## config.mk

```make
export PLATFORM = sky130hd
export DESIGN_NAME = dual_adc_stream
export DESIGN_NICKNAME = d
export VERILOG_FILES = /design/src/rtl/acoustics_pkg.sv /design/src/rtl/adc_serial_rx.sv /design/src/rtl/dual_adc_stream.sv
export SDC_FILE = /design/constraint.sdc
export NUM_CORES = 1
export LEC_CHECK = 0
export BUFFER_PORTS_ARGS = -buffer_cell sky130_fd_sc_hd__buf_2
export CAP_MARGIN = 10
export CORE_UTILIZATION = 56
export DETAILED_ROUTE_END_ITERATION = 10
export GPL_TIMING_DRIVEN = 0
export PLACE_DENSITY = 0.77
export SLEW_MARGIN = 5
export SYNTH_ARGS = -nofsm -noshare
export SYNTH_HDL_FRONTEND = slang
export SYNTH_HIERARCHICAL = 1
export SYNTH_SLANG_ARGS = --single-unit
```

## constraint.sdc

```tcl
create_clock -name clk -period 2.4 [get_ports clk]
set_input_delay 0.36 -clock clk [delete_from_list [all_inputs] [get_ports clk]]
set_output_delay 0.36 -clock clk [all_outputs]
set_load 0.03 [all_outputs]
```

## src/rtl/acoustics_pkg.sv

```systemverilog
// Shared types and sample conversion for the acoustics front end.
package acoustics_pkg;
  localparam int ADC_BITS = 10;
  localparam int SAMPLE_W = 16;
  localparam int AXIS_W   = 32;
  localparam int NUM_CH   = 2;

  typedef enum logic [1:0] {IDLE, CONV, GAP} rx_state_e;

  typedef struct packed {
    logic              last;
    logic [AXIS_W-1:0] data;
  } beat_t;

  // Offset-binary to two's complement: subtracting mid-scale is an MSB flip.
  function automatic logic [SAMPLE_W-1:0] to_signed_sample(input logic [ADC_BITS-1:0] code);
    logic [ADC_BITS-1:0] off;
    off = code ^ {1'b1, {(ADC_BITS-1){1'b0}}};
    return {{(SAMPLE_W-ADC_BITS){off[ADC_BITS-1]}}, off};
  endfunction
endpackage

```

## src/rtl/adc_serial_rx.sv

```systemverilog
// SCLK/CS generator and per-channel serial shift-in for the dual ADC front end.
module adc_serial_rx
  import acoustics_pkg::*;
#(
  parameter int unsigned SCLK_DIV    = 7,
  parameter int unsigned CONV_SCLKS  = 16,
  parameter int unsigned LEAD_BITS   = 5,
  parameter int unsigned DATA_BITS   = 10,
  parameter int unsigned CS_HIGH_CYC = 40
) (
  input  logic                               clk,
  input  logic                               reset_b,
  input  logic                               enable_i,
  input  logic [NUM_CH-1:0]                  sdata_i,
  output logic                               sclk_o,
  output logic                               cs_b_o,
  output logic                               sample_valid_o,
  output logic [NUM_CH-1:0][DATA_BITS-1:0]   code_o
);
  localparam int DIV_W  = $clog2(SCLK_DIV);
  localparam int EDGE_W = $clog2(CONV_SCLKS + 1);
  localparam int GAP_W  = $clog2(CS_HIGH_CYC + 1);

  rx_state_e                       state_q, state_d;
  logic [DIV_W-1:0]                div_q, div_d;
  logic [EDGE_W-1:0]               fall_q, fall_d;
  logic [GAP_W-1:0]                gap_q, gap_d;
  logic                            sclk_q, sclk_d;
  logic                            tick, shift_en, data_done, valid_q;
  logic [NUM_CH-1:0]               meta_q, sync_q;
  logic [NUM_CH-1:0][DATA_BITS-1:0] shreg_q;

  assign tick = (div_q == DIV_W'(SCLK_DIV - 1));

  always_comb begin
    state_d   = state_q;
    div_d     = div_q;
    fall_d    = fall_q;
    gap_d     = gap_q;
    sclk_d    = sclk_q;
    shift_en  = 1'b0;
    data_done = 1'b0;
    case (state_q)
      IDLE: begin
        if (enable_i) begin
          state_d = CONV;
          div_d   = '0;
          fall_d  = '0;
        end
      end
      CONV: begin
        div_d = tick ? '0 : div_q + 1'b1;
        if (tick) begin
          sclk_d = ~sclk_q;
          // sclk_q high at a tick means this tick is a falling edge.
          if (sclk_q) begin
            fall_d = fall_q + 1'b1;
            if (fall_d >= EDGE_W'(LEAD_BITS) && fall_d <= EDGE_W'(LEAD_BITS + DATA_BITS - 1))
              shift_en = 1'b1;
            if (fall_d == EDGE_W'(LEAD_BITS + DATA_BITS - 1))
              data_done = 1'b1;
            if (fall_d == EDGE_W'(CONV_SCLKS)) begin
              state_d = GAP;
              gap_d   = '0;
            end
          end
        end
      end
      GAP: begin
        gap_d = gap_q + 1'b1;
        if (gap_q == GAP_W'(CS_HIGH_CYC - 1)) begin
          gap_d   = '0;
          div_d   = '0;
          fall_d  = '0;
          state_d = enable_i ? CONV : IDLE;
        end
      end
      default: state_d = IDLE;
    endcase
  end

  always_ff @(posedge clk or negedge reset_b) begin
    if (!reset_b) begin
      state_q <= IDLE;
      div_q   <= '0;
      fall_q  <= '0;
      gap_q   <= '0;
      sclk_q  <= 1'b0;
      valid_q <= 1'b0;
      meta_q  <= '0;
      sync_q  <= '0;
      shreg_q <= '0;
    end else begin
      state_q <= state_d;
      div_q   <= div_d;
      fall_q  <= fall_d;
      gap_q   <= gap_d;
      sclk_q  <= sclk_d;
      valid_q <= data_done;
      meta_q  <= sdata_i;
      sync_q  <= meta_q;
      if (shift_en)
        for (int l = 0; l < NUM_CH; l++)
          shreg_q[l] <= {shreg_q[l][DATA_BITS-2:0], sync_q[l]};
    end
  end

  assign sclk_o         = sclk_q;
  assign cs_b_o         = (state_q != CONV);
  assign sample_valid_o = valid_q;
  assign code_o         = shreg_q;
endmodule

```

## src/rtl/dual_adc_stream.sv

```systemverilog
// Dual ADC to AXI-stream: sample conversion, tlast framing, output FIFO, overflow flag.
// Define DUAL_ADC_TEST_PATTERN_EN to replace ADC data with an internal ramp (r / ~r).
module dual_adc_stream
  import acoustics_pkg::*;
#(
  parameter int unsigned SCLK_DIV    = 7,
  parameter int unsigned CONV_SCLKS  = 16,
  parameter int unsigned LEAD_BITS   = 5,
  parameter int unsigned DATA_BITS   = ADC_BITS,
  parameter int unsigned CS_HIGH_CYC = 40,
  parameter int unsigned FRAME_LEN   = 256,
  parameter int unsigned FIFO_DEPTH  = 4
) (
  input  logic              clk,
  input  logic              reset_b,
  input  logic              enable,
  input  logic              clear_ovf,
  input  logic              adc1,
  input  logic              adc2,
  output logic              sclk,
  output logic              cs_b,
  output logic              m_tvalid,
  input  logic              m_tready,
  output logic [AXIS_W-1:0] m_tdata,
  output logic              m_tlast,
  output logic              ovf
);
  localparam int AW = $clog2(FIFO_DEPTH);
  localparam int CW = $clog2(FIFO_DEPTH + 1);
  localparam int BW = (FRAME_LEN > 1) ? $clog2(FRAME_LEN) : 1;

  logic                              rx_valid;
  logic [NUM_CH-1:0][DATA_BITS-1:0]  rx_code, code;

  adc_serial_rx #(
    .SCLK_DIV    (SCLK_DIV),
    .CONV_SCLKS  (CONV_SCLKS),
    .LEAD_BITS   (LEAD_BITS),
    .DATA_BITS   (DATA_BITS),
    .CS_HIGH_CYC (CS_HIGH_CYC)
  ) u_rx (
    .clk            (clk),
    .reset_b        (reset_b),
    .enable_i       (enable),
    .sdata_i        ({adc2, adc1}),
    .sclk_o         (sclk),
    .cs_b_o         (cs_b),
    .sample_valid_o (rx_valid),
    .code_o         (rx_code)
  );

`ifdef DUAL_ADC_TEST_PATTERN_EN
  logic [DATA_BITS-1:0] ramp_q;
  // Ramp advances on every push attempt, including dropped ones.
  always_ff @(posedge clk or negedge reset_b) begin
    if (!reset_b)      ramp_q <= '0;
    else if (rx_valid) ramp_q <= ramp_q + 1'b1;
  end
  assign code = {~ramp_q, ramp_q};
`else
  assign code = rx_code;
`endif

  beat_t               mem_q [FIFO_DEPTH];
  beat_t               wr_beat;
  logic [AW-1:0]       rd_q, wr_q;
  logic [CW-1:0]       cnt_q;
  logic [BW-1:0]       beat_q;
  logic                ovf_q, full, pop, accept, drop;

  assign full   = (cnt_q == CW'(FIFO_DEPTH));
  assign pop    = m_tvalid && m_tready;
  assign accept = rx_valid && (!full || pop);
  assign drop   = rx_valid && full && !pop;

  assign wr_beat.data = {to_signed_sample(code[1]), to_signed_sample(code[0])};
  assign wr_beat.last = (beat_q == BW'(FRAME_LEN - 1));

  always_ff @(posedge clk or negedge reset_b) begin
    if (!reset_b) begin
      rd_q  <= '0;
      wr_q  <= '0;
      cnt_q <= '0;
      for (int i = 0; i < FIFO_DEPTH; i++) mem_q[i] <= '0;
    end else begin
      if (accept) begin
        mem_q[wr_q] <= wr_beat;
        wr_q        <= wr_q + 1'b1;
      end
      if (pop) rd_q <= rd_q + 1'b1;
      cnt_q <= cnt_q + CW'(accept) - CW'(pop);
    end
  end

  // Frame position follows accepted pairs only; drops leave it untouched.
  always_ff @(posedge clk or negedge reset_b) begin
    if (!reset_b) begin
      beat_q <= '0;
      ovf_q  <= 1'b0;
    end else begin
      if (accept) beat_q <= wr_beat.last ? '0 : beat_q + 1'b1;
      if (drop)           ovf_q <= 1'b1;
      else if (clear_ovf) ovf_q <= 1'b0;
    end
  end

  assign m_tvalid = (cnt_q != '0);
  assign m_tdata  = mem_q[rd_q].data;
  assign m_tlast  = mem_q[rd_q].last;
  assign ovf      = ovf_q;
endmodule

```

==> results of run 1 <==
-- registers in the layout (all words and copies together), names as in the netlist --
name,cells
rd_q,2
u_rx/div_q,3
mem_q,84
wr_q,2
u_rx/state_q,2
u_rx/sclk_o,1
u_rx/gap_q,6
u_rx/sync_q,2
u_rx/fall_q,5
u_rx/sample_valid_o,1
cnt_q,3
u_rx/meta_q,2
u_rx/code_o,20
beat_q,8
ovf,1
-- worst max-delay path, cell delays in order (launching register included) --
cell and delay [ns]:
sky130_fd_sc_hd__dfrtp_1 0.45, sky130_fd_sc_hd__buf_2 0.33, sky130_fd_sc_hd__mux4_2 0.42, sky130_fd_sc_hd__buf_4 0.16
sky130_fd_sc_hd__buf_2 0.17
-- worst max-delay path by stage --
stage | to | slack [ns] | cells past startpoint
3_3_place_gp | mem_q[53] | -0.85 | 1
6_report | m_tdata[15] | 0.08 | 4
5_1_grt | m_tdata[15] | -0.001 | 4
3_5_place_dp | cnt_q[2] | -0.29 | 13
4_1_cts | cnt_q[2] | 0.05 | 10
2_1_floorplan | cnt_q[2] | -0.13 | 12
-- power breakdown --
group / internal [mW] / total (mW) / switching, mW
Clock: 2.05 / 3.08 / 1.03
Sequential: 2.45 / 2.50 / 0.0552
Combinational: 0.336 / 0.735 / 0.399
-- what timing repair did --
item,CTS,global route
buffers inserted,5,0
resized for setup,8,19
setup endpoints to repair,33,25
endpoints found under the hold margin,50,0
pin swaps,3,2
hold buffers,1,0
-- per-stage QoR --
step / worst slack, ns / setup TNS (ns) / power (mW) / area (um^2)
global placement: -0.848 / -118.94 / 3.13 / 8170
global route: -0.00107 / -0.00142 / 6.54 / 8980
CTS: 0.0457 / 0 / 6.34 / 8930
floorplan: -0.127 / -0.203 / 2.97 / 7730
detailed placement: -0.293 / -0.758 / 3.17 / 8200
finish: 0.0807 / 0 / 6.32 / 8980
-- layout make-up --
type	instances	area [um^2]	area share, %
clock buffer	17	425	4.74
inverter	14	52.6	0.585
tap	176	220	2.45
clock inverter	14	264	2.94
buffer	64	400	4.46
timing repair buffer	50	297	3.30
sequential	142	3550	39.6
multi-input combinational	437	3760	41.9
-- cell usage in the layout (no fill, tap or decap), types with 5 or more instances in the layout --
master / Yosys / final
sky130_fd_sc_hd__nand2_1: 18 / 18
sky130_fd_sc_hd__or4_1: 21 / 21
sky130_fd_sc_hd__clkbuf_1: 25 / 17
sky130_fd_sc_hd__mux4_2: 21 / 21
sky130_fd_sc_hd__xnor2_1: 10 / 10
sky130_fd_sc_hd__buf_4: 13 / 18
sky130_fd_sc_hd__ha_1: 12 / 10
sky130_fd_sc_hd__clkbuf_2: 1 / 7
sky130_fd_sc_hd__a21boi_0: 20 / 20
sky130_fd_sc_hd__buf_2: 14 / 55
sky130_fd_sc_hd__nor3_1: 5 / 5
sky130_fd_sc_hd__o21ai_0: 44 / 44
sky130_fd_sc_hd__buf_6: 10 / 9
sky130_fd_sc_hd__a31oi_1: 16 / 16
sky130_fd_sc_hd__inv_1: 13 / 12
sky130_fd_sc_hd__nor2_1: 5 / 5
sky130_fd_sc_hd__nand4_1: 43 / 43
sky130_fd_sc_hd__nand3_1: 49 / 49
sky130_fd_sc_hd__clkbuf_16: 0 / 17
sky130_fd_sc_hd__bufinv_16: 0 / 7
sky130_fd_sc_hd__dfrtp_1: 142 / 141
sky130_fd_sc_hd__mux2_2: 95 / 95
sky130_fd_sc_hd__o21ai_1: 5 / 5
-- layer usage --
layer	part of all wire (%)	vias to the layer above	routed length, um	global-route usage, %
met3	5.9	27	1050	6.13
met2	50	234	8880	42.8
met5	0	-	0	0
li1	-	2616	-	-
met1	42	2936	7450	34.2
met4	1.6	0	291	10.2
-- cell families (layout without fill, tap and decap cells) --
logic type	Yosys count	in the layout	synth area share, %
adder cells (fa/ha/maj)	13	13	2.20
AND/OR/NAND/NOR	177	177	14.3
XOR/XNOR	17	17	2.17
flip-flops	142	142	46.0
buffers and inverters	81	159	5.78
AO/OA/AOI/OAI	110	110	8.95
multiplexers	120	120	20.6
==> run summary, run 1 <==
Detailed-router iteration count before antenna repair: 5. After clock tree synthesis, the clock-pin slew on the worst setup and hold paths is 0.06 ns. Total wire length after detailed routing: 17700 um. The commonest cells after synthesis are 142 x sky130_fd_sc_hd__dfrtp_1, 95 x sky130_fd_sc_hd__mux2_2, 49 x sky130_fd_sc_hd__nand3_1. Of all nets on the critical path, the largest fanout is 10. Dividing the synthesized area by the synthesized cell count gives 11.7 um^2. The Yosys step of the flow raised 6 warnings. The die is 119 um tall.

The run finished with clean final reports. Number of global-route vias before repair: 5904. The transition time at the pin with the least slew margin works out to 1.08 ns.

The tools report the clock latency of the later-clocked register in the worst-skew pair as 0.42 ns. The final layout contains 746 nets. Setup violations remaining at the end of the flow were counted as 0. The H-tree was split into 4 levels. The wire-length estimate of the detail-placed layout is 11300 um. The number of placed I/O pins is 44, and the leakage power is 4.06 nW.

The cell chosen for the clock root was sky130_fd_sc_hd__clkbuf_16. VDD sags by at most 0.473 mV. The path with the worst hold slack has its endpoint at u_rx/meta_q[0]. In the global route stage, overall resource usage came out at 26.3%. The cell count of the worst hold path works out to 1. The worst path in the final design needs a cycle of 2.32 ns, including I/O delays and setup.

The horizontal die dimension works out to 119 um. Ranked by total cell area, the synthesized netlist is headed by sky130_fd_sc_hd__dfrtp_1 46%, sky130_fd_sc_hd__mux2_2 14%, sky130_fd_sc_hd__mux4_2 6.1%, sky130_fd_sc_hd__nand4_1 3.5%, sky130_fd_sc_hd__nand3_1 3.2%. For the die outline area, the log shows 14300 um^2. Compared with the post-synthesis result, the final layout area differs by 16.2%.

Counting distinct cell types in the post-synthesis netlist gives 67. The share of final-layout standard cells stronger than drive strength 1 came out at 36.2%. In the routed design, unresolved DRC markers number 0. Dividing the detail-routed via count by the number of cells gives 6.36. The prevailing post-synth register cell was sky130_fd_sc_hd__dfrtp_1.

The clock arrives with 0.00555 ns of skew. The overall overflow remaining after global route was 0; the number of cell instances on the worst register-to-register path was 10. Of all flip-flops after synthesis, the portion carrying an async set or reset was 100%. Net count of the mapped netlist: 680. In the synthesized netlist, the number of instances is 660. In this run the cell area of the synthesized design comes to 7730 um^2.

The classification of the worst setup path is flip-flop to output port. Of the post-synthesis cell area, the dominant cell type holds 46.0%. The count of nets left with antenna violations after detail routing came out at 0. TritonCTS built the clock tree. Cell type contributing the most total cell area after synthesis: sky130_fd_sc_hd__dfrtp_1.

The post-layout utilization of the core was 67.3%; the final-report hold violation count was 0. Power density normalized to cell area: 703 nW/um^2. The relative slew slack was 26.9%; the initial core utilization was 57.9%. At the end of routability-driven placement, the weighted congestion stood at 0.905. STA puts the critical path data arrival time at 1.96 ns. Max-cap check violation count: 0.

The startpoint identified for the worst hold timing path is adc1. Number of flops mapped to enable cells by yosys: 0. The path type of the worst min-delay path is input port to flip-flop. The tools report the first element of the critical path as rd_q[1].

The logs give 0 for the max-slew violation total from the final report and 914 for the final cell count without fillers. Hold timing on the final database bottoms out at a slack of 0.0383 ns. The count of placed standard cells including taps was 880; the number of DRC markers after the initial detailed-route iteration was 603. The total via count in the routed design is 5813. Data on the critical path is required at its endpoint by 2.04 ns. The per-cell routed wire length is 19.3 um. In this run the core area contains 42 standard-cell rows.

The worst reg-to-reg setup slack is 0.09 ns, and the number of antenna violations at the first check in global routing is 0. Entering global routing, the biggest net connects 93 pins. The first global-routing pass estimated 29400 um of wire. The number of port buffers is 43, and the clock net sink count is 142. The worst path uses 96.6% of the clock period.

Number of storage elements in the synthesis netlist: 142. The tools report the number of fillers in the final layout as 985. The core region is 13300 um^2. The critical register-to-register path startpoint is cnt_q[0]. For this run, the register share of the synthesized area comes to 46.0%. 0 antenna diodes ended up in the layout. The startpoint type of the worst setup path is a flip-flop.

The worst setup path is captured at an output port. In this run, CTS created clock tree buffers numbering 17. The destination of the worst register-to-register timing path was cnt_q[2]. The longest clock path from root to sink contains 2 buffers. The most common cell in the synthesized netlist is sky130_fd_sc_hd__dfrtp_1. Derived from the worst setup path, the maximum achievable clock frequency is 431 MHz.
Note: power is estimated with default switching activity, not from simulation.
==> inputs of run 2 (changes only) <==
--- a/config.mk
+++ b/config.mk
@@ -9,7 +9,6 @@
 export CAP_MARGIN = 10
 export CORE_UTILIZATION = 56
 export DETAILED_ROUTE_END_ITERATION = 10
-export GPL_TIMING_DRIVEN = 0
 export PLACE_DENSITY = 0.77
 export SLEW_MARGIN = 5
 export SYNTH_ARGS = -nofsm -noshare
==> run 2 against run 1 <==
Compared with the run above: register-to-register slack better by 0.07 ns; sequential cell count unchanged; first-iteration DRC count up 2.8%; clock-buffer cell count increased by 4; largest power group is now registers; global-route usage shrank 2.0 points; die area did not move.
==> run summary, run 2 (synthesized netlist as in run 1, its figures left out) <==
At the worst endpoint, the required time is 2.04 ns. The met2 global-route usage is 39.3%. The die is 119 um tall.

Dividing total power by cell area gives a power density of 648 nW/um^2. After global routing the overflow that remains totals 0. The worst setup path is launched from a flip-flop. The slowest stage of the critical path is the sky130_fd_sc_hd__mux4_2 cell. Dividing the detail-routed wire length by the instance count gives 18.8 um. Summing over every cut layer, the via total after detailed routing is 5580. Clock-pin slew was measured on the worst setup and hold paths at 0.06 ns. The area growth from synthesis to layout is 11.4%. In the global route stage, met1 resource usage came out at 31.9%. After detailed routing, the number of remaining DRC violations is 0.

The tools report the global routing usage on met3 as 4.55%. STA puts the critical path data arrival time at 1.90 ns. In this run, CTS created clock tree buffers numbering 17. The leakage power is 3.88 nW. The critical register-to-register path startpoint is cnt_q[0]. The all-layer global routing usage is 24.3%, and the sequential power share is 44.7%.

The cell family contributing the most delay on the critical path is multiplexers. The worst setup path is captured at an output port. The run gives 27300 um as the wire length of the first global-routing pass. The final-report hold violation count came out at 0.

The number of port buffers was 43; the number of fillers in the final layout was 986. For the count of hold-fix buffers inserted at cts, the log shows 1. The final non-filler cell area was 8610 um^2; the total internal power was 4.18 mW.

The count of nets left with antenna violations after detail routing is 0. Final HPWL from detailed placement: 9970 um. TritonCTS built the clock tree. The flow ran to the end, and the final reports show no timing, DRC or antenna violations.

The worst hold path terminates at u_rx/meta_q[1]. Across the run, the number of max-cap violations was 0. The max-slew violation total from the final report is 0. Summed over all nets, the switching power comes to 1.40 mW.

Leaving out fill and tap cells, the most frequent cell in the layout is sky130_fd_sc_hd__dfrtp_1. Row generation in the floorplan step produced 42 rows. The combined area of the multi-input logic cells came out at 3760 um^2. The number of cell instances on the worst register-to-register path was 9.

Once the floorplan was initialized, standard cells occupied 57.9% of the core. The routed design has 16300 um of wire. The tools report the worst reg-to-reg setup slack as 0.16 ns.

More flip-flops sit in one register than any other, and that register is mem_q. The pre-antenna-repair detailed-routing pass consisted of 5 iterations. Setup repair after global routing left no endpoint under its margin. 0 antenna diodes ended up in the layout.

The number of DRC markers after the initial detailed-route iteration was 620. The placed instances occupy a cell area of 8050 um^2. Counting every sink on the clock net gives 142.

In this run, placement finished with an instance count of 836. Setup violations remaining at the end of the flow were counted as 0. The cell count of the worst hold path works out to 1. Deepest clock path buffer count: 2. The logs give 0 for the number of antenna violations at the first check in global routing and 868 for the final cell count without fillers. The worst hold path begins at adc2.

Power comes to 5.58 mW. The post-cts repair resize count is 0. met2 is the most crowded layer. The worst stage delay on the critical path is 0.61 ns, and the switching part of the total power is 25.0%. The H-tree generated during clock tree synthesis spans 4 levels. On the final layout, the worst clock skew is 0.00723 ns. The sequential cells in the finished layout cover a total of 3550 um^2. Cell chosen for the clock root: sky130_fd_sc_hd__clkbuf_16. Counting both buffers and inverters, the worst setup path holds a total of 2.

The later pin in the worst-skew pair is clocked with a latency of 0.43 ns. The transition time at the pin with the least slew margin is 0.575 ns. The critical-path maximum fanout was 13. Once the clock tree was built, the setup fixing pass inserted 0 buffers. The share of total power dissipated in combinational logic is 11.3%. Horizontal die dimension: 119 um.

The endpoint identified for the worst register-to-register timing path is cnt_q[2]. IR analysis of the VDD net gives a maximum drop of 0.470 mV. For the number of nets in the layout, the log shows 700. The final weighted congestion in routability-driven placement was 0.815. For the number of global-route vias before repair, the log shows 5621.

The path type of the worst min-delay path was input port to flip-flop. In the routed layout, each cell is associated on average with a via count of 6.43. The worst path uses 94.0% of the clock period.

In this run, the clock network consumes 44.0% of the power. Number of flip-flops under the largest register name: 84. The classification of the worst setup path was flip-flop to output port.

For the finished layout, the period the worst path requires is 2.26 ns. The critical path goes through buf_4 -> mux4_2 -> buf_2. Pin placement for this block handled 44 I/O pins. Cells with a size suffix above 1 make up 34.4% of the layout. For this run, the top clock speed supported by timing is 443 MHz. Area of the placeable core: 13300 um^2. The top cell types in the final layout, fill and taps aside, are 142 x sky130_fd_sc_hd__dfrtp_1, 95 x sky130_fd_sc_hd__mux2_2, 49 x sky130_fd_sc_hd__nand3_1.

The largest net degree at the start of global routing was 63. In this run the tightest slew margin relative to its limit is 61.7%. The floorplan step defined a die boundary enclosing 14300 um^2.
## run 2: layout make-up
class                   count  share of cell area [%]
multi-input cells         437                    43.7
flip-flops and latches    142                    41.3
repair buffers             68                    5.51
clock buffers              21                    5.35
well taps                 176                    2.56
clock inverters            10                    1.06
inverters                  14                   0.610
## run 2: worst max-delay path by stage
stage,from,end,slack [ns],cells after the start
2_1_floorplan,cnt_q[0],cnt_q[2],-0.13,12
3_3_place_gp,m_tready,cnt_q[2],0.16,10
3_5_place_dp,m_tready,cnt_q[2],0.11,10
4_1_cts,rd_q[0],m_tdata[29],0.11,3
5_1_grt,cnt_q[0],cnt_q[2],0.05,9
6_report,rd_q[0],m_tdata[29],0.14,3
## run 2: through the flow
step / hold WS [ns] / utilization (%) / TNS (ns) / setup WS (ns)
after global routing: 0.0278 / 64.5 / 0 / 0.0472
after floorplan: 0.0644 / - / -0.203 / -0.127
final: 0.0363 / 64.5 / 0 / 0.145
after detailed placement: 0.337 / 60.3 / 0 / 0.109
after global placement: 0.332 / 60.3 / 0 / 0.162
after CTS: 0.0243 / 64.5 / 0 / 0.110
## run 2: layer usage
layer	share of wire [%]	routed length (um)
met1	43	7040
met3	5.6	912
met2	49	8050
met5	0	0
met4	1.8	291
## run 2: power groups by stage
stage	sequential, mW	clock, mW	combinational (mW)
6_report	2.49	2.46	0.628
5_1_grt	2.50	2.58	0.693
4_1_cts	2.49	2.50	0.643
3_5_place_dp	2.54	0	0.637
3_3_place_gp	2.53	0	0.618
2_1_floorplan	2.53	0	0.440
==> inputs of run 3 (changes only) <==
--- a/config.mk
+++ b/config.mk
@@ -5,11 +5,13 @@
 export SDC_FILE = /design/constraint.sdc
 export NUM_CORES = 1
 export LEC_CHECK = 0
+export ABC_AREA = 1
 export BUFFER_PORTS_ARGS = -buffer_cell sky130_fd_sc_hd__buf_2
 export CAP_MARGIN = 10
-export CORE_UTILIZATION = 56
+export CORE_UTILIZATION = 55
 export DETAILED_ROUTE_END_ITERATION = 10
-export PLACE_DENSITY = 0.77
+export GPL_ROUTABILITY_DRIVEN = 0
+export PLACE_DENSITY = 0.76
 export SLEW_MARGIN = 5
 export SYNTH_ARGS = -nofsm -noshare
 export SYNTH_HDL_FRONTEND = slang
==> run 3 against run 2 <==
Compared with the run above: the run now ends with DRC left; clock power rose by 15%; clock skew fell by 0.0013 ns; first-iteration DRC count fell by 27%; sequential cell count did not move; area after synthesis fell by 14%; combinational power rose to 3.8 times the previous value; core utilization rose by 0.14 points; critical endpoint is now m_tdata[30]; largest cell class is now sequential cells.
==> run summary, run 3 <==
The tools report the net count of the mapped netlist as 769. met2 is the most crowded layer. In the final routed layout, each cell accounts on average for 15.2 um.

Of all cell types, the one taking the most synthesized area is sky130_fd_sc_hd__dfrtp_1. The final critical path takes up 93.1% of the cycle. Setup violations remaining at the end of the flow were counted as 0. The run gives 0 as the number of antenna violations at the first check in global routing. STA classifies the critical path startpoint as a flip-flop. Across the run, the number of max-cap violations was 0. CTS saw 142 sinks. Leaving out filler cells and counting taps, the final layout contains 932. The total area of sequential cells is 3550 um^2. The die is 112 um wide. The flow ran to the end, but the final reports show violations. The prevailing post-synth register cell is sky130_fd_sc_hd__dfrtp_1. The H-tree was split into 4 levels.

In the final layout, the multi-input gates occupy 2560 um^2. The number of storage elements in the synthesis netlist is 142, and the unique cell type count in the Yosys netlist is 32. At the pin with the least slew margin, the transition time is 0.600 ns. The tree is rooted in a sky130_fd_sc_hd__clkbuf_16.

Area of the placeable core: 11600 um^2. In this run, synthesis inferred 0 flip-flops with an integrated enable. The number of port buffers works out to 43.

The critical path is of the flip-flop to output port type. For the post-synthesis cell count, the log shows 749. The via density per instance was 5.61. The clock passes through at most 2 buffers.

During synthesis, Yosys emitted a total of 6 warnings. In the final timing run, aggregate negative setup slack is 0 ns. The final HPWL from detailed placement is 8870 um, and the combined area of all synthesized cells is 6680 um^2. After floorplanning, the core was divided into 39 placement rows. For the number of global-route vias before repair, the log shows 5283.

The overall overflow remaining after global route is 0, and the power density normalized to cell area is 1030 nW/um^2. Met2 global-route usage: 42.4%. The worst setup path is captured at an output port. Subtracting the final worst setup slack from the clock period gives 2.23 ns. In this run the tightest slew margin relative to its limit is 60.0%. Summing the sequential cell areas from Yosys gives 53.2% of the chip area.

For this run, the detailed router's first-pass iteration total came to 8. The die span in y is 112 um. Once the floorplan was initialized, standard cells occupied 57.5% of the core.

The most flop-heavy register is mem_q. For this block, the initial DRC count from the detailed router was 451. Across all layers, the routed design uses 5232 vias. Clock tree synthesis inserted a total of 17 buffers.

For the worst setup path, the data arrival time is 1.87 ns. Global routing consumed, over all layers together, 24.7% of the routing resources. Each instance of the synthesized netlist takes up on average 8.91 um^2. Setup repair after global routing left no endpoint under its margin. For the count of nets left with antenna violations after detail routing, the log shows 0. The clock reaches the later pin of the worst-skew pair after 0.42 ns. 44 I/O pins were placed. The top achievable clock speed came out at 447 MHz. The max-slew violation total from the final report is 0, and the worst vdd rail ir drop is 0.552 mV. The post-route netlist has 16.0% of its cells at a drive strength greater than 1. The total wire length after detailed routing came out at 14200 um.

By instance count, the leading cell after synthesis is sky130_fd_sc_hd__nand2_1. For the wire length of the first global-routing pass, the log shows 24400 um. Path type of the worst min-delay path: input port to flip-flop. The register with the most flip-flops in the layout has 84 of them.

After filler insertion, the fill cell instance count of the layout stands at 941. Global routing consumed, on the met1 layer, 31.0% of the routing resources. For the worst setup path, the data required time is 2.04 ns. The number of antenna repair diodes is 0. The clock-pin slew on the worst setup and hold paths works out to 0.06 ns. TritonCTS built the clock tree.

The commonest cells after synthesis are 195 x sky130_fd_sc_hd__nand2_1, 142 x sky130_fd_sc_hd__dfrtp_1, 64 x sky130_fd_sc_hd__o21ai_1. In the routed design, unresolved DRC markers number 4. The final reports fail on DRC. Summed over all cells, the static leakage comes to 3.69 nW. From synthesis to final layout, the design area changed by 12.5%.

The run gives 62 as the largest net degree at the start of global routing. Including well taps, the total number of placed cells is 900. Summed over its instances, the top area cell type makes up 53.2% of the synthesized netlist area. The die covers 12600 um^2. The run gives 0 as the final-report hold violation count. The net count of the finished layout is 797.

In the post-synthesis netlist, the biggest area contributors are sky130_fd_sc_hd__dfrtp_1 53%, sky130_fd_sc_hd__nand2_1 11%, sky130_fd_sc_hd__o21ai_1 4.8%, sky130_fd_sc_hd__o21ai_0 3.5%, sky130_fd_sc_hd__inv_1 3.3%. Along the worst path, the maximum fanout reaches 44. In the layout the commonest cells are 195 x sky130_fd_sc_hd__nand2_1, 142 x sky130_fd_sc_hd__dfrtp_1, 64 x sky130_fd_sc_hd__o21ai_1. The worst clock skew was 0.00591 ns; the global routing usage on met3 was 4.59%. The leading cell type in the layout, fill and taps excluded is sky130_fd_sc_hd__nand2_1.

For this run, asynchronously set or reset flops after synthesis account for 100%.
## run 3: changes by cell type in the layout (fill, tap and decap cells not counted), moves of 9 or more
cell / previous run / this run
sky130_fd_sc_hd__o22ai_1: 3 / 23
sky130_fd_sc_hd__nor2_1: 5 / 58
sky130_fd_sc_hd__nand3_1: 49 / 30
sky130_fd_sc_hd__a31oi_1: 16 / 0
sky130_fd_sc_hd__nand2_1: 18 / 195
sky130_fd_sc_hd__inv_1: 12 / 57
sky130_fd_sc_hd__o21ai_1: 5 / 64
sky130_fd_sc_hd__o21ai_2: 0 / 22
sky130_fd_sc_hd__mux4_2: 21 / 0
sky130_fd_sc_hd__a21boi_0: 20 / 1
sky130_fd_sc_hd__or4_1: 21 / 0
sky130_fd_sc_hd__mux2_2: 95 / 0
sky130_fd_sc_hd__nand4_1: 43 / 9
sky130_fd_sc_hd__buf_4: 19 / 10
## run 3: area by class of cell
cell class / count / area share, %
Clock buffer: 22 / 6.45
Clock inverter: 9 / 2.10
Inverter: 58 / 2.90
Multi-Input combinational cell: 501 / 34.1
Sequential cell: 142 / 47.3
Tap cell: 143 / 2.38
Timing Repair Buffer: 57 / 4.77
## run 3: path summary, 6_finish.rpt
| path | start | slack (ns) | to | cells after the start |
|---|---|---|---|---|
| max | rd_q[0] | 0.17 | m_tdata[30] | 4 |
| min | adc1 | 0.06 | u_rx/meta_q[0] | 1 |
| max reg2reg | cnt_q[1] | 0.17 | cnt_q[2] | 8 |
| min reg2reg | u_rx/meta_q[1] | 0.36 | u_rx/sync_q[1] | 0 |
| max in group asynchronous | reset_b | 1.22 | mem_q[35] | 3 |
| min in group asynchronous | reset_b | 0.50 | u_rx/div_q[2] | 2 |
## run 3: layer usage
metal,vias to the layer above,share of wire [%]
li1,2497,-
met1,2572,43
met2,143,50
met3,20,5.0
met4,0,1.7
met5,-,0
## run 3: cell families (layout without fill, tap and decap cells)
group | Yosys count | count (layout) | share of synthesized area [%]
flops | 142 | 142 | 53.2
xor+xnor | 11 | 11 | 1.44
simple gates | 311 | 311 | 19.7
fa+ha+maj | 13 | 13 | 2.55
compound gates | 166 | 166 | 14.5
buf+inv | 106 | 146 | 8.62
## run 3: what timing repair did
item	in CTS	in global routing
gates resized for setup	1	3
buffers inserted	0	0
endpoints found under the setup margin	7	8
endpoints found under the hold margin	58	0
hold buffers	1	0
## run 3: worst max-delay path, stage by stage (launching register included)
cell and delay, ns:
sky130_fd_sc_hd__dfrtp_1 0.36, sky130_fd_sc_hd__buf_6 0.34, sky130_fd_sc_hd__o21ai_0 0.19, sky130_fd_sc_hd__o22ai_2 0.30, sky130_fd_sc_hd__buf_2 0.26
## run 3: per-stage QoR
step / power (mW) / hold WS, ns / util, % / cell area [um^2] / setup WS [ns]
4_1_cts: 7.74 / 0.0473 / 64.5 / 7500 / 0.0575
3_5_place_dp: 4.89 / 0.352 / 58.9 / 6840 / 0.181
6_report: 7.72 / 0.0623 / 64.7 / 7510 / 0.165
2_1_floorplan: 4.36 / 0.0644 / - / 6680 / 0.0654
3_3_place_gp: 4.87 / 0.348 / 58.9 / 6840 / 0.268
5_1_grt: 8.02 / 0.0502 / 64.7 / 7510 / 0.0432
## run 3: where the power goes
part	switching [mW]	total (mW)	internal, mW
registers	0.0558	2.50	2.45
logic	1.72	2.40	0.683
clock network	0.976	2.82	1.85
